[config.mk]
export PLATFORM = sky130hd
export DESIGN_NAME = turf_trig_rx
export DESIGN_NICKNAME = d
export VERILOG_FILES = /design/src/rtl/turf_trig_rx.sv
export SDC_FILE = /design/constraint.sdc
export NUM_CORES = 1
export LEC_CHECK = 0
export CORE_ASPECT_RATIO = 0.75
export CORE_MARGIN = 2
export CORE_UTILIZATION = 57
export DETAILED_ROUTE_END_ITERATION = 8
export GPL_ROUTABILITY_DRIVEN = 0
export PLACE_DENSITY = 0.94
export SETUP_SLACK_MARGIN = 0.4
export SYNTH_ARGS = -nofsm -noshare
export SYNTH_HDL_FRONTEND = slang
export SYNTH_SLANG_ARGS = --single-unit
[constraint.sdc]
create_clock -name ifclk -period 3.7 [get_ports ifclk]
set_input_delay 0.74 -clock ifclk [delete_from_list [all_inputs] [get_ports ifclk]]
set_output_delay 0.74 -clock ifclk [all_outputs]
set_load 0.1 [all_outputs]
[src/rtl/turf_trig_rx.sv]
`default_nettype none
// ============================================================================
// Module   : turf_trig_rx
// Purpose  : SURF trigger-stream receiver. Checks word framing, gates events
//            on run state and queues them for the TURF trigger merger.
// Revision : 1.0 - initial release
// ============================================================================
module turf_trig_rx #(
  parameter int COUNT_W    = 16,
  parameter int FLUSH_CLKS = 64
) (
  input  logic               ifclk,
  input  logic               aresetn,
  input  logic [31:0]        s_trig_tdata,
  input  logic               s_trig_tvalid,
  output logic               s_trig_tready,
  input  logic               runrst_i,
  input  logic               runstop_i,
  output logic               trig_valid_o,
  input  logic               trig_ready_i,
  output logic [11:0]        trig_addr_o,
  output logic [7:0]         trig_meta_o,
  output logic               frame_err_o,
  output logic               running_o,
  output logic [COUNT_W-1:0] trig_count_o,
  output logic [COUNT_W-1:0] err_count_o,
  output logic [COUNT_W-1:0] drop_count_o
);

  typedef enum logic [1:0] {
    ST_STOPPED = 2'd0,
    ST_RUNNING = 2'd1,
    ST_FLUSH   = 2'd2
  } state_t;

  localparam logic [7:0] c_flush_load = 8'(FLUSH_CLKS - 1);

  state_t             r_state, w_state_nxt;
  logic [7:0]         r_flush_cnt, w_flush_nxt;
  logic               r_tready, w_tready_nxt;
  logic               r_frame_err;
  logic               r_stage_vld;
  logic [19:0]        r_stage_data;
  logic [19:0]        r_mem [2];
  logic               r_wr_ptr, r_rd_ptr;
  logic [1:0]         r_fifo_cnt, w_fifo_cnt_nxt;
  logic [2:0]         w_occ_nxt;
  logic [COUNT_W-1:0] r_trig_cnt, r_err_cnt, r_drop_cnt;
  logic               w_accept, w_well, w_push, w_pop;

  function automatic logic [COUNT_W-1:0] sat_inc(input logic [COUNT_W-1:0] v);
    return (&v) ? v : v + 1'b1;
  endfunction

  assign w_accept = s_trig_tvalid & r_tready;
  assign w_well   = (s_trig_tdata[31:30] == 2'b10) && (s_trig_tdata[17:16] == 2'b00) &&
                    (s_trig_tdata[15:8] == 8'h00);
  // Accepted good words pass through a one-entry stage before the FIFO.
  assign w_push   = w_accept && w_well && (r_state != ST_STOPPED) && !runrst_i;
  assign w_pop    = (r_fifo_cnt != 2'd0) && trig_ready_i;

  always_comb begin
    w_state_nxt = r_state;
    w_flush_nxt = r_flush_cnt;
    if (runrst_i) begin
      w_state_nxt = ST_RUNNING;
      w_flush_nxt = 8'd0;
    end else begin
      case (r_state)
        ST_STOPPED: w_state_nxt = ST_STOPPED;
        ST_RUNNING: begin
          if (runstop_i) begin
            w_state_nxt = ST_FLUSH;
            w_flush_nxt = c_flush_load;
          end
        end
        ST_FLUSH: begin
          if (r_flush_cnt == 8'd0) w_state_nxt = ST_STOPPED;
          else                     w_flush_nxt = r_flush_cnt - 8'd1;
        end
        default: w_state_nxt = ST_STOPPED;
      endcase
    end
  end

  // Ready is a register fed from next-cycle occupancy (stage + FIFO).
  always_comb begin
    w_fifo_cnt_nxt = 2'd0;
    if (!runrst_i)
      w_fifo_cnt_nxt = 2'(r_fifo_cnt + {1'b0, r_stage_vld} - {1'b0, w_pop});
    w_occ_nxt    = {1'b0, w_fifo_cnt_nxt} + {2'b00, w_push};
    w_tready_nxt = (w_state_nxt == ST_STOPPED) || (w_occ_nxt < 3'd2);
  end

  always_ff @(posedge ifclk or negedge aresetn) begin
    if (!aresetn) begin
      r_state      <= ST_STOPPED;
      r_flush_cnt  <= 8'd0;
      r_tready     <= 1'b1;
      r_frame_err  <= 1'b0;
      r_stage_vld  <= 1'b0;
      r_stage_data <= 20'd0;
      r_mem[0]     <= 20'd0;
      r_mem[1]     <= 20'd0;
      r_wr_ptr     <= 1'b0;
      r_rd_ptr     <= 1'b0;
      r_fifo_cnt   <= 2'd0;
      r_trig_cnt   <= '0;
      r_err_cnt    <= '0;
      r_drop_cnt   <= '0;
    end else begin
      r_state     <= w_state_nxt;
      r_flush_cnt <= w_flush_nxt;
      r_tready    <= w_tready_nxt;
      r_frame_err <= w_accept && !w_well && !runrst_i;
      r_fifo_cnt  <= w_fifo_cnt_nxt;
      if (runrst_i) begin
        r_stage_vld <= 1'b0;
        r_wr_ptr    <= 1'b0;
        r_rd_ptr    <= 1'b0;
        r_trig_cnt  <= '0;
        r_err_cnt   <= '0;
        r_drop_cnt  <= '0;
      end else begin
        r_stage_vld <= w_push;
        if (w_push) r_stage_data <= {s_trig_tdata[29:18], s_trig_tdata[7:0]};
        if (r_stage_vld) begin
          r_mem[r_wr_ptr] <= r_stage_data;
          r_wr_ptr        <= ~r_wr_ptr;
          r_trig_cnt      <= sat_inc(r_trig_cnt);
        end
        if (w_pop) r_rd_ptr <= ~r_rd_ptr;
        if (w_accept && !w_well) r_err_cnt <= sat_inc(r_err_cnt);
        if (w_accept && w_well && (r_state == ST_STOPPED)) r_drop_cnt <= sat_inc(r_drop_cnt);
      end
    end
  end

  assign s_trig_tready = r_tready;
  assign trig_valid_o  = (r_fifo_cnt != 2'd0);
  assign trig_addr_o   = r_mem[r_rd_ptr][19:8];
  assign trig_meta_o   = r_mem[r_rd_ptr][7:0];
  assign frame_err_o   = r_frame_err;
  assign running_o     = (r_state != ST_STOPPED);
  assign trig_count_o  = r_trig_cnt;
  assign err_count_o   = r_err_cnt;
  assign drop_count_o  = r_drop_cnt;

endmodule
`default_nettype wire
## Word level (Yosys, flattened, before mapping)

Index checks and enable logic that the tools add are counted.

- $add $sub $neg: 7
- Magnitude comparators: 4
- Equality and inequality tests: 8
- Mux-type cells: 29
- Bitwise logic cells: 6
- Reduce and logical (&&, ||, !) cells: 34

Operators by type and width:

| operator | number |
|---|---|
| two-way mux 16 bit | 9 |
| two-way mux 20 bit | 4 |
| adder 16 x 1 -> 16 bit (second input constant) | 3 |
| AND reduction 16 bit | 3 |
| bitwise mux 40 bit | 1 |
| two-way mux 8 bit | 3 |
| demux 20 bit (select 1 bit) | 1 |
| logical NOT 8 bit | 2 |
| one-hot mux 8 bit (2 select lines) | 1 |
| nonzero test 2 bit | 6 |
| logical AND 1 bit | 10 |
| AND reduction 2 bit | 5 |
| two-way mux 2 bit | 4 |
| subtractor 8 x 1 -> 8 bit (second input constant) | 1 |
| logical NOT 2 bit | 3 |
| != test 2 bit (second input constant) | 3 |
| != test 3 bit (second input constant) | 2 |
| two-way mux 1 bit | 5 |
| equality test 2 bit (second input constant) | 2 |
| >= comparator 2 bit (second input constant) | 2 |
| inverter 1 -> 2 bit | 2 |
| one-hot mux 2 bit (2 select lines) | 1 |
| adder 2 x 1 -> 3 bit | 1 |
| less-than comparator 3 x 2 -> 1 bit (second input constant) | 1 |
| 10 further kinds | 13 |

- Bits in registers: 125
- Input port bits: 38
- Output and inout bits: 72
- Word-level logic and storage cells: 102

## Longest topological paths before layout

Gate-level depths: netlist (run 1).

- Word-level depth: 9
- Depth in mapped cells: 9
- Gate-level depth less buffers: 9

## Worst setup path before layout (run 1)

Ideal clock, no wire load.

- Path type: reg-to-reg
- Start point: register r_err_cnt[0] (netlist: err_count_o[0])
- End point: register r_err_cnt[6] (netlist: err_count_o[6])
- Library setup time: 0.132 ns
- Arrival time: 2.554 ns
- Data required time: 3.568 ns
- Path slack: 1.014 ns
- Stages on the path, launching flop included: 8
- Buffers on the path: 1
- Period minus slack after synthesis: 2.686 ns
- Path through: dfrtp_1 > ha_1 > nand4_1 > or4_1 > clkbuf_1 > and4_1 > xnor2_1 > nor2_1

- Longest elaborated chain between the ends: 4
- Elaborated cells on any way between the ends: 7
- Those cells by class: 1 x add/sub; 1 x eq/ne; 3 x mux; 2 x reduce/logical

Ends and longest elaborated chain:

| item | RTL line | source |
|---|---|---|
| start, declared | 48 | `logic [COUNT_W-1:0] r_trig_cnt, r_err_cnt, r_drop_cnt;` |
| start signal, assigned | 133 | `if (w_accept && !w_well) r_err_cnt <= sat_inc(r_err_cnt);` |
| adder 16 x 1 -> 16 bit | 52 | `return (&v) ? v : v + 1'b1;` |
| two-way mux 16 bit | 52 |  |
| two-way mux 16 bit | 133 |  |
| two-way mux 16 bit | 117 | `if (runrst_i) begin` |

Parallel ways exist; a longest one is shown, timed or not. The select of a mux whose other input is x is not followed.
A chain may end at the register's enable or synchronous reset.

## Final worst setup path (run 1)

- Start point: register r_tready (netlist: s_trig_tready)
- End point: output s_trig_tready

RTL lines:

| item | RTL line | source |
|---|---|---|
| start, declared | 40 | `logic r_tready, w_tready_nxt;` |
| start signal, assigned | 114 | `r_tready <= w_tready_nxt;` |
| end, declared | 16 | `output logic s_trig_tready,` |

No word-level cell between the ends.

==> results.py, run 1 <==
metrics = {
    "layout": {
        "fill_cells": 663,
        "layout_commonest_cell": "dfrtp_1",
        "seqCellArea_sq_um": 3130,
        "drive_gt1_frac": 0.236,
        "mostFrequentLayoutCells": "124 x dfrtp_1, 86 x clkdlybuf4s50_1, 81 x mux2_2",
        "fin_nets": 693,
        "diodes": 0,
        "multi_input_comb_area_sq_um": 2790,
        "area_growth_pct": 29.6,
    },
    "sta": {
        "setup_viol": 0,
        "slew_headroom": 0.268,
        "finalClockSkew_ps": 8.60,
        "slew_viol_final": 0,
        "timing.final.crit_share": 0.767,
        "hold_viol": 0,
        "max_freq_mhz": 352,
        "tightestPinTransition_ps": 1090,
        "period_minus_slack_ps": 2840,
        "holdWs_ps": 354,
        "rsz0062_at_grt": "no",
        "fin_setup_tns_ps": 0,
    },
    "clock_tree": {
        "cts_tree": "done",
        "cts.clk_slew.worst_paths_ps": 50,
        "root_buffer": "clkbuf_16",
        "cts_resized": 0,
        "cts_max_level": 4,
        "cts_hold_buf": 0,
        "clkLatencyLatePin_ps": 410,
        "cts_buffers": 17,
        "cts_num_sinks": 125,
        "clk_path_buf_depth": 2,
        "postCtsSetupBuffers": 0,
    },
    "yosys": {
        "synth-edff-count": 0,
        "synthesis.nets": 581,
        "synthSimpleGateAreaFrac": 0.169,
        "syn_avg_cell_area_sq_um": 11.4,
        "synthCells": 533,
        "synth_top_family_by_area": "simple AND/OR/NAND/NOR gates",
        "synth_seq_cells": 125,
        "synthXorXnorAreaFrac": 0.0491,
        "synthMuxAreaShare": 0.155,
        "synth-warning-count": 0,
        "synth-main-ff-cell": "dfrtp_1",
        "ys_types": 50,
        "async_reset_ff_frac": 1.00,
        "synth_fa_ha_area_frac": 0.0206,
        "synth_compound_area_frac": 0.0644,
        "syn_area_sq_um": 6060,
        "ys_seq_area_frac": 0.516,
    },
    "critical_path": {
        "crit_buf_inv": 1,
        "crit_slowest_cell": "clkdlybuf4s50_1",
        "crit_path_end_kind": "output port",
        "cp_cell_sequence": "clkdlybuf4s50_1",
        "regToRegStartpoint": "s_trig_tready$_DFF_PN1_",
        "critPathKind": "flip-flop to output port",
        "cp_top_family": "buffers and inverters",
        "crit_arrival_ps": 2100,
        "cp_max_fo": 3,
        "worstSetupStartpointType": "flip-flop",
        "crit_path_start": "s_trig_tready$_DFF_PN1_",
        "slowest_delay_ps": 1140,
        "required_ps": 2960,
    },
    "floorplan": {
        "die-area_sq_um": 11500,
        "fp.dieH_microns": 93.3,
        "fp.coreArea_sq_um": 10300,
        "io_pins": 110,
        "row_count": 32,
        "dieWidth_microns": 123,
        "initial_core_util": 0.587,
    },
    "run": {
        "cap_violations": 0,
    },
    "place": {
        "port_buffers": 109,
        "place_hpwl_microns": 9370,
    },
    "global_route": {
        "grt_max_degree": 75,
        "grt_use_total": 0.261,
        "met3_usage": 0.0585,
        "grt_pass1_wl_microns": 23000,
        "grt_overflow_total": 0,
        "grtUsageMet1": 0.337,
        "busiest_layer": "met2",
        "antenna_found_initial": 0,
        "grt_pass1_vias": 4639,
        "met2_usage": 0.438,
    },
    "hold_path": {
        "hold_class": "input port to asynchronous set/reset pin",
    },
    "routing": {
        "via_count": 4690,
        "drt_iter0_drc": 508,
        "drc": 0,
        "postRouteAntennaNets": 0,
        "via_per_inst": 5.91,
        "drt-pass1-iter-count": 6,
        "wl_microns": 14300,
        "wl_per_cell_microns": 18.0,
    },
    "run_status": {
        "outcome": "finished, final reports clean",
    },
    "power_and_ir_drop": {
        "powerDensity_nw_per_um2": 438,
        "ir_drop_v": 0.000374,
        "p_leak_nw": 3.58,
    },
}
[per-layer routing]
| layer | wire [microns] | up-vias | share of wire |
|---|---|---|---|
| li1 | - | 2125 | - |
| met1 | 5960 | 2337 | 0.42 |
| met2 | 7260 | 202 | 0.51 |
| met3 | 821 | 26 | 0.057 |
| met4 | 244 | 0 | 0.017 |
| met5 | 0 | - | 0 |
[Yosys cell counts, types with 3 or more instances]
library cell | count | area [sq um]
xor2_1 | 18 | 158
nand2_1 | 22 | 82.6
dfrtp_1 | 124 | 3100
or2_2 | 5 | 31.3
and4_1 | 6 | 52.6
mux2_2 | 81 | 912
mux2i_1 | 3 | 30.0
nand4_1 | 8 | 50.1
and2_1 | 6 | 37.5
nand3_1 | 26 | 130
a21oi_1 | 15 | 75.1
o211ai_1 | 5 | 37.5
inv_1 | 16 | 60.1
xnor2_1 | 16 | 140
or4_1 | 5 | 37.5
nor2b_1 | 4 | 25.0
clkbuf_1 | 17 | 63.8
ha_1 | 10 | 125
a211oi_1 | 10 | 75.1
and3_1 | 6 | 37.5
nor3_1 | 8 | 40.0
nand2b_1 | 3 | 18.8
nor3b_1 | 4 | 30.0
or3_1 | 5 | 31.3
nor2_1 | 54 | 203
o21ai_0 | 14 | 70.1
nor4_1 | 9 | 56.3
o31ai_1 | 3 | 22.5
[power breakdown]
group          switching (mW)  internal, mW
clock                   0.565          1.17
sequential             0.0326          1.39
combinational           0.174         0.105
[path summary, 6_finish.rpt]
path | end | slack, ps | cells past startpoint
min in group ifclk | r_mem[29]$_DFFE_PN0P_ | 500 | 1
max | s_trig_tready | 860 | 1
min | drop_count_o[8]$_DFFE_PN0P_ | 350 | 1
min reg2reg | r_mem[29]$_DFFE_PN0P_ | 500 | 1
max in group asynchronous | r_mem[28]$_DFFE_PN0P_ | 2510 | 2
max reg2reg | err_count_o[7]$_DFFE_PN0P_ | 1200 | 5
[metrics by stage]
stage / cells / power [mW] / setup WS, ps / cell area, sq um / utilization
after floorplan: 533 / 1.60 / 1010 / 6060 / -
after detailed placement: 762 / 1.72 / 597 / 7240 / 0.701
final: 793 / 3.44 / 861 / 7860 / 0.761
after global placement: 762 / 1.71 / 720 / 7240 / 0.701
after CTS: 793 / 3.45 / 852 / 7860 / 0.761
after global routing: 793 / 3.55 / 671 / 7860 / 0.761
[logic make-up after synthesis]
logic type | after synthesis
mux | 84
fa+ha+maj | 10
buf+inv | 38
compound gates | 60
xor+xnor | 34
simple gates | 182
flops | 125
[flip-flops by register name (all words and copies together), names as in the netlist, 2 cells and up]
register	cells
drop_count_o	16
err_count_o	16
r_mem	40
r_state	2
trig_count_o	16
r_stage_data	20
r_fifo_cnt	2
r_flush_cnt	8
[final cells by class]
class                   instances  area share
flip-flops and latches        125       0.398
multi-input cells             370       0.355
repair buffers                115       0.139
clock buffers                  24      0.0613
well taps                     136      0.0217
clock inverters                 7      0.0172
inverters                      16     0.00764
Note: power is estimated with default switching activity, not from simulation.
==> run 2: changes to the inputs <==
--- a/config.mk
+++ b/config.mk
@@ -7,10 +7,10 @@
 export LEC_CHECK = 0
 export CORE_ASPECT_RATIO = 0.75
 export CORE_MARGIN = 2
-export CORE_UTILIZATION = 57
+export CORE_UTILIZATION = 53
 export DETAILED_ROUTE_END_ITERATION = 8
 export GPL_ROUTABILITY_DRIVEN = 0
-export PLACE_DENSITY = 0.94
+export PLACE_DENSITY = 0.89
 export SETUP_SLACK_MARGIN = 0.4
 export SYNTH_ARGS = -nofsm -noshare
 export SYNTH_HDL_FRONTEND = slang
==> constraint.sdc (replaced) <==
create_clock -name ifclk -period 2.8 [get_ports ifclk]
set_input_delay 0.56 -clock ifclk [delete_from_list [all_inputs] [get_ports ifclk]]
set_output_delay 0.56 -clock ifclk [all_outputs]
set_load 0.1 [all_outputs]
==> run 2 against run 1 <==
Net effect:
- count of clock-buffer cells in the layout decreased by 6
- highest routed layer unchanged
- final cell count increased by 1.3%
- largest cell class unchanged
- sequential share of layout area decreased by 0.96 points
- first-iteration DRC count decreased by 7.9%
==> results.py, run 2 (same netlist as run 1, synthesis figures left out) <==
metrics = {
    "sta": {
        "hold_viol": 0,
        "fin_setup_tns_ps": 0,
        "finalWorstSetupSlack_ps": 466,
        "tightestPinTransition_ps": 695,
        "slew_headroom": 0.535,
        "holdWs_ps": 114,
        "slew_viol_final": 0,
        "timing.final.crit_share": 0.834,
        "setup_viol": 0,
        "rsz0062_at_grt": "no",
        "period_minus_slack_ps": 2330,
        "finalClockSkew_ps": 7.42,
        "max_freq_mhz": 428,
    },
    "power_and_ir_drop": {
        "powerDensity_nw_per_um2": 575,
        "swShare": 0.233,
        "ir_drop_v": 0.000430,
        "p_total_mw": 4.67,
        "combPwrFrac": 0.083,
        "clock_power_share": 0.518,
        "p_switching_mw": 1.09,
        "power.internal_mw": 3.58,
        "p_leak_nw": 3.74,
        "seqPwrFrac": 0.399,
    },
    "place": {
        "place_hpwl_microns": 9660,
        "placed_cells": 770,
        "post-place-ws_ps": 12.8,
        "port_buffers": 109,
        "place_area_sq_um": 7450,
    },
    "layout": {
        "design_area_sq_um": 8120,
        "area_growth_pct": 33.9,
        "largest_registers": "r_mem: 40 flops, r_stage_data: 20 flops",
        "fill_cells": 740,
        "mostFrequentLayoutCells": "104 x dfrtp_1, 81 x mux2_2, 59 x buf_4",
        "largest_reg_flops": 40,
        "final_cells": 803,
        "layout_commonest_cell": "dfrtp_1",
        "drive_gt1_frac": 0.358,
        "fin_nets": 697,
        "utilization": 0.736,
        "top_register": "r_mem",
    },
    "routing": {
        "drt-pass1-iter-count": 5,
        "drt_iter0_drc": 468,
        "wl_per_cell_microns": 17.5,
        "via_count": 4671,
        "postRouteAntennaNets": 0,
        "wl_microns": 14000,
        "via_per_inst": 5.82,
        "drc": 0,
    },
    "critical_path": {
        "crit_arrival_ps": 1770,
        "cp_cell_sequence": "buf_6 > mux2_2 > buf_12",
        "worstSetupStartpointType": "flip-flop",
        "cp_top_family": "flip-flops",
        "cp_max_fo": 16,
        "crit_buf_inv": 2,
        "required_ps": 2240,
        "slowest_delay_ps": 520,
        "crit_path_end_kind": "output port",
        "critPathKind": "flip-flop to output port",
        "crit_slowest_cell": "dfrtp_1",
    },
    "floorplan": {
        "row_count": 33,
        "io_pins": 110,
        "fp.coreArea_sq_um": 11000,
        "fp.dieH_microns": 96.6,
        "die-area_sq_um": 12300,
        "dieWidth_microns": 128,
        "initial_core_util": 0.550,
    },
    "global_route": {
        "grt_use_total": 0.239,
        "grt_max_degree": 60,
        "grt_pass1_vias": 4743,
        "grt_overflow_total": 0,
        "antenna_found_initial": 0,
        "grt_pass1_wl_microns": 23500,
    },
    "clock_tree": {
        "cts.clk_slew.worst_paths_ps": 60,
        "cts_max_level": 4,
        "postCtsSetupBuffers": 0,
        "cts_num_sinks": 125,
        "clk_path_buf_depth": 2,
        "clkLatencyLatePin_ps": 410,
        "cts_buffers": 17,
        "root_buffer": "clkbuf_16",
        "cts_tree": "done",
    },
    "run_status": {
        "outcome": "finished, final reports clean",
    },
    "hold_path": {
        "hold_class": "input port to asynchronous set/reset pin",
    },
    "run": {
        "cap_violations": 0,
    },
}
-- run 2: path summary, 6_finish.rpt --
check | startpoint | end | slack (ps) | depth (start not counted)
setup / recovery | r_rd_ptr$_DFFE_PN0P_ | trig_addr_o[9] | 470 | 3
hold / removal | aresetn | drop_count_o[5]$_DFFE_PN0P_ | 110 | 1
setup reg to reg | r_state[0]$_DFF_PN0_ | drop_count_o[9]$_DFFE_PN0P_ | 550 | 7
hold reg to reg | r_mem[15]$_DFFE_PN0P_ | r_mem[15]$_DFFE_PN0P_ | 500 | 1
max in group asynchronous | aresetn | r_stage_data[8]$_DFFE_PN0P_ | 1900 | 2
min in group ifclk | r_mem[15]$_DFFE_PN0P_ | r_mem[15]$_DFFE_PN0P_ | 500 | 1
-- run 2: cell type report --
cell class | count | area [sq um] | area share
Timing Repair Buffer | 119 | 1270 | 0.156
Antenna cell | 1 | 2.50 | 0.000308
Inverter | 16 | 60.1 | 0.00740
Clock inverter | 14 | 215 | 0.0265
Sequential cell | 125 | 3150 | 0.389
Multi-Input combinational cell | 370 | 2800 | 0.345
Tap cell | 140 | 175 | 0.0216
Clock buffer | 18 | 439 | 0.0541
-- run 2: power groups by stage --
| stage | combinational (mW) | clock [mW] | sequential (mW) |
|---|---|---|---|
| 6_report | 0.387 | 2.42 | 1.86 |
| 5_1_grt | 0.417 | 2.53 | 1.86 |
| 4_1_cts | 0.389 | 2.45 | 1.86 |
| 3_5_place_dp | 0.385 | 0 | 1.89 |
| 3_3_place_gp | 0.370 | 0 | 1.89 |
| 2_1_floorplan | 0.186 | 0 | 1.93 |
-- run 2: metal layers --
layer  GRT usage  wire length, microns
met4       0.107                   349
met3      0.0459                   726
met5           0                     0
met1       0.315                  6110
met2       0.385                  6870
-- run 2: what timing repair did --
| action | in CTS | in global routing |
|---|---|---|
| hold buffers | 0 | 0 |
| pin swaps | 0 | 2 |
| endpoints found under the hold margin | 0 | 0 |
| gates resized for setup | 1 | 2 |
| endpoints found under the setup margin | 6 | 3 |
-- run 2: worst register-to-register path, cell delays in order (launching register included) --
cell and delay, ps:
dfrtp_1 410, inv_1 110, ha_1 250, and3_1 260
nand4_4 170, a21o_2 310, or4_1 520, a21oi_1 160
==> RTL edit 1: new RTL, flow settings as in run 2 <==
Remove the register `r_frame_err`: a continuous assignment takes its place, so the output `frame_err_o` follows one clock earlier.
--- a/src/rtl/turf_trig_rx.sv
+++ b/src/rtl/turf_trig_rx.sv
@@ -97,7 +97,6 @@
       r_state      <= ST_STOPPED;
       r_flush_cnt  <= 8'd0;
       r_tready     <= 1'b1;
-      r_frame_err  <= 1'b0;
       r_stage_vld  <= 1'b0;
       r_stage_data <= 20'd0;
       r_mem[0]     <= 20'd0;
@@ -112,7 +111,6 @@
       r_state     <= w_state_nxt;
       r_flush_cnt <= w_flush_nxt;
       r_tready    <= w_tready_nxt;
-      r_frame_err <= w_accept && !w_well && !runrst_i;
       r_fifo_cnt  <= w_fifo_cnt_nxt;
       if (runrst_i) begin
         r_stage_vld <= 1'b0;
@@ -136,6 +134,8 @@
     end
   end
 
+  assign r_frame_err = w_accept && !w_well && !runrst_i;
+
   assign s_trig_tready = r_tready;
   assign trig_valid_o  = (r_fifo_cnt != 2'd0);
   assign trig_addr_o   = r_mem[r_rd_ptr][19:8];
Behaviour: not the same (Yosys sat finds a counterexample within 4 cycles, from zero or initial values and one cycle with aresetn low).
==> RTL edit 1 against run 2 <==
  * Wire length grew 3.1%
  * Cell area grew 0.23%
  * Largest power group unchanged
  * Synthesized area shrank 0.41%
  * Sequential cell count shrank 1
  * Setup slack lost 25 ps
  * Die area shrank 0.40%
  * Power shrank 1.9%
  * First-iteration DRC count grew 9.2%
  * Maximum frequency shrank 1.1%
  * Highest routed layer unchanged
  * Critical path depth grew 2
  * Clock skew grew 2.7 ps
  * Synthesized cell count shrank 0.19%
  * Clock power shrank 3%
==> RTL edit 1: results (changes against run 2) <==
| Metric | Value |
|---|---|
| Total setup buffers inserted after CTS | `3 (was 0)` |
| CP Max Fanout | `2 (was 16)` |
| Mean post-synth cell area | `11.4 um2 (about the same)` |
| Vias per cell | `5.87 (was 5.82)` |
| First-pass DRT Iterations | `7 (was 5)` |
| Slew Limit Headroom | `57.3% (was 53.5%)` |
| Pre-CTS WS | `77.2 ps (was 12.8 ps)` |
| Placed cell area | `7470 um2 (was 7450 um2)` |
| WL/cell | `17.9 um (was 17.5 um)` |
| Post-synthesis sequential area ratio | `51.4% (was 51.6%)` |
| Outcome | `finished clean (unchanged)` |
| Syn Nets | `580 (was 581)` |
| Vias in the first global route | `4814 (was 4743)` |
| Share of cells above drive strength 1 | `36.5% (was 35.8%)` |
| Cell count after placement | `773 (was 770)` |
| Pin count of the biggest net entering global routing | `51 (was 60)` |
| Initial drt markers | `511 (was 468)` |
| GRT Util Overall | `25.1% (was 23.9%)` |
| Switching share of power | `24.0% (was 23.3%)` |
| First-pass GRT wire length | `24000 um (was 23500 um)` |
| Worst Skew | `10.1 ps (was 7.42 ps)` |
| Diode count | `0 (was 1)` |
| Nets | `703 (was 697)` |
| Post-synth top cells | `dfrtp_1 (123), mux2_2 (81), nor2_1 (54) (was dfrtp_1 (124), mux2_2 (81), nor2_1 (54))` |
| Worst EP arrival | `1800 ps (was 1770 ps)` |
| Largest cells by area after synthesis | `dfrtp_1 (51%), mux2_2 (15%), nor2_1 (3.4%), xor2_1 (2.6%), xnor2_1 (2.3%) (was dfrtp_1 (51%), mux2_2 (15%), nor2_1 (3.3%), xor2_1 (2.6%), xnor2_1 (2.3%))` |
[RTL edit 1: cell families after synthesis]
kind of cell	count (synthesis)	share of synthesized area, %
XOR/XNOR	34	4.93
multiplexers	84	15.6
adder cells (fa/ha/maj)	10	2.07
AND/OR/NAND/NOR	182	17.0
AO/OA/AOI/OAI	60	6.47
flip-flops	124	51.4
buffers and inverters	38	2.53
[RTL edit 1: area by class of cell]
type / instances / area, um2
clock buffer: 18 / 439
timing repair buffer: 126 / 1330
clock inverter: 14 / 193
sequential: 124 / 3130
tap: 140 / 175
multi-input combinational: 370 / 2810
inverter: 16 / 60.1
fill: 692 / 2890
[RTL edit 1: power groups by stage]
stage          combinational (mW)  sequential (mW)  clock [mW]
6_report                    0.401             1.84        2.34
2_1_floorplan               0.199             1.90           0
3_3_place_gp                0.387             1.87           0
5_1_grt                     0.434             1.84        2.45
4_1_cts                     0.407             1.84        2.37
3_5_place_dp                0.401             1.87           0
[RTL edit 1: worst paths after layout]
| check | start | to | slack [ps] | cells after the start |
|---|---|---|---|---|
| setup / recovery | s_trig_tdata[12] | frame_err_o | 440 | 5 |
| hold / removal | aresetn | drop_count_o[9] | 40 | 1 |
| setup reg to reg | r_flush_cnt[0] | r_flush_cnt[4] | 520 | 7 |
| hold reg to reg | r_mem[2] | r_mem[2] | 500 | 1 |
| max in group asynchronous | aresetn | s_trig_tready | 2000 | 2 |
| min in group ifclk | r_mem[2] | r_mem[2] | 500 | 1 |
[RTL edit 1: layer usage]
metal	share of wire (%)	GRT usage, %
met5	0	0
met4	1.9	9.62
met3	4.5	5.23
met2	50	42.3
met1	44	32.6
[RTL edit 1: critical path: stages]
cell and delay (ps):
clkdlybuf4s50_1 440, nor4_4 320, a31oi_2 130, nor2b_4 150, buf_12 190
==> RTL edit 2: new RTL, flow settings as in run 2 <==
Made on the original files. Change the parameter `FLUSH_CLKS` from 64 to 48.
--- a/src/rtl/turf_trig_rx.sv
+++ b/src/rtl/turf_trig_rx.sv
@@ -7,7 +7,7 @@
 // ============================================================================
 module turf_trig_rx #(
   parameter int COUNT_W    = 16,
-  parameter int FLUSH_CLKS = 64
+  parameter int FLUSH_CLKS = 48
 ) (
   input  logic               ifclk,
   input  logic               aresetn,
Formal check against the unedited RTL: no difference found for any inputs over 4 cycles, from zero or initial values and one cycle with aresetn low; that may be too few to reach the edited logic, so the function may still have changed.
==> RTL edit 2 against run 2 <==
  * Core utilization is 2.8 points lower
  * Power fell by 5.0%
  * Maximum frequency is 1.8% higher
  * First-iteration DRC count shrank 4.9%
  * Synthesized cell count unchanged
  * Cell area about the same
  * Highest routed layer unchanged
  * Largest power group unchanged
  * Critical endpoint is now trig_addr_o[7]
  * Sequential cell count is the same
  * Wire length rose by 1.7%
  * Synthesized area is 1.6% higher
  * Setup slack improved by 42 ps
==> RTL edit 2: results (changes against run 2) <==
| Metric | Value |
|---|---|
| Outcome | `finished clean (unchanged)` |
| Leak | `3.75 nW (was 3.74 nW)` |
| Netlist cell types | `63 (was 50)` |
| Clk root buf | `clkbuf_16 (unchanged)` |
| Initial antenna violation count | `0 (unchanged)` |
| Pin count of the biggest net entering global routing | `44 (was 60)` |
| Post-synth top cells | `dfrtp_1 (124), mux2_2 (82), nor2_1 (52) (was dfrtp_1 (124), mux2_2 (81), nor2_1 (54))` |
| Clk buf depth | `2 (unchanged)` |
| Share of cells above drive strength 1 | `34.2% (was 35.8%)` |
| GRT Util Overall | `23.8% (was 23.9%)` |
| Mean post-synth cell area | `11.6 um2 (was 11.4 um2)` |
| Registers with the most flip-flops | `r_mem x40, r_stage_data x20 (unchanged)` |
| H-tree depth | `4 (unchanged)` |
| YS warnings | `0 (unchanged)` |
| R2R Setup Slk | `550 ps (about the same)` |
| Diode count | `0 (was 1)` |
| Total Wirelength | `14300 um (was 14000 um)` |
| Largest cells by area after synthesis | `dfrtp_1 (50%), mux2_2 (15%), nor2_1 (3.2%), xor2_1 (3.1%), ha_1 (2.0%) (was dfrtp_1 (51%), mux2_2 (15%), nor2_1 (3.3%), xor2_1 (2.6%), xnor2_1 (2.3%))` |
| Worst EP arrival | `1730 ps (was 1770 ps)` |
| Slew Limit Headroom | `50.2% (was 53.5%)` |
| Asr flop ratio synth | `100% (unchanged)` |
| Vias | `4669 (was 4671)` |
| Maximum VDD drop | `0.568 mV (was 0.430 mV)` |
| Reg2reg start | `r_state[0] (unchanged)` |
| Initial drt markers | `445 (was 468)` |
| Post-synthesis sequential area ratio | `50.8% (was 51.6%)` |
| RR Endpoint | `drop_count_o[4] (was drop_count_o[9])` |
| Total CTS buffers | `17 (unchanged)` |
| Non-Filler Instances | `805 (was 803)` |
| Clk Latency, worst-skew pair | `400 ps` |
| FF-to-FF path depth | `7 (unchanged)` |
| HPWL after detailed placement | `9620 um (was 9660 um)` |
| Worst Skew | `5.76 ps (was 7.42 ps)` |
| First-pass GRT wire length | `23600 um (was 23500 um)` |
| Cell count after placement | `774 (was 770)` |
| Vias in the first global route | `4828 (was 4743)` |
| Setup crit end | `trig_addr_o[7] (was trig_addr_o[9])` |
[RTL edit 2: changes by cell type after synthesis, moves of 6 or more]
cell / delta
buf_2: +6
nand4_1: +11
clkbuf_1: -7
o21a_1: +6
a211oi_1: -8
[RTL edit 2: per-stage QoR]
stage	cell area, um2	worst slack (ps)	util, %	power (mW)
3_5_place_dp	7520	157	65.7	2.27
2_1_floorplan	6170	402	-	2.11
4_1_cts	8110	422	70.8	4.47
5_1_grt	8110	450	70.9	4.59
6_report	8110	508	70.9	4.43
3_3_place_gp	7520	217	65.7	2.26
[RTL edit 2: how the worst min path moves through the flow]
stage	start	to	cells after the start	slack [ps]
finish	aresetn	trig_count_o[9]	1	150
global route	aresetn	trig_count_o[5]	1	180
CTS	aresetn	trig_count_o[9]	1	160
detailed placement	r_mem[3]	r_mem[3]	1	490
global placement	r_mem[17]	r_mem[17]	1	480
floorplan	aresetn	drop_count_o[0]	0	260
[RTL edit 2: power by group]
group | total, mW | internal [mW] | switching [mW]
registers | 1.86 | 1.83 | 0.0264
clock network | 2.18 | 1.41 | 0.771
logic | 0.392 | 0.138 | 0.253
[RTL edit 2: layout make-up]
cell class	count	area (um2)
fillers	775	3330
multi-input cells	373	2890
flip-flops and latches	125	3140
repair buffers	119	1270
well taps	144	180
clock inverters	12	146
clock buffers	19	443
inverters	13	48.8
[RTL edit 2: timing repair]
| action | 4_1_cts | 5_1_grt |
|---|---|---|
| endpoints found under the setup margin | 0 | 21 |
| setup buffers | 0 | 0 |
| resized for setup | 0 | 2 |
[RTL edit 2: logic make-up after synthesis]
group                      synth area share [%]
muxes                                      15.3
DFF                                        50.8
buffers and inverters                      2.58
xor gates and xnor gates                   5.12
adders and majority gates                  2.03
AOI/OAI and AO/OA                          7.01
and+or+nand+nor                            17.1
[RTL edit 2: routing by layer]
metal  wire, um  track usage (%)  vias up  part of all wire [%]
met1       6340             31.7     2333                    44
li1           -                -     2161                     -
met3        652             6.00       20                   4.6
met4        237             7.44        0                   1.7
met2       7060             38.5      155                    49
met5          0                0        -                     0
[RTL edit 2: worst max-delay path: stages (launching register included)]
cell	delay (ps)
dfrtp_1	510
buf_6	250
mux2_2	390
buf_12	170
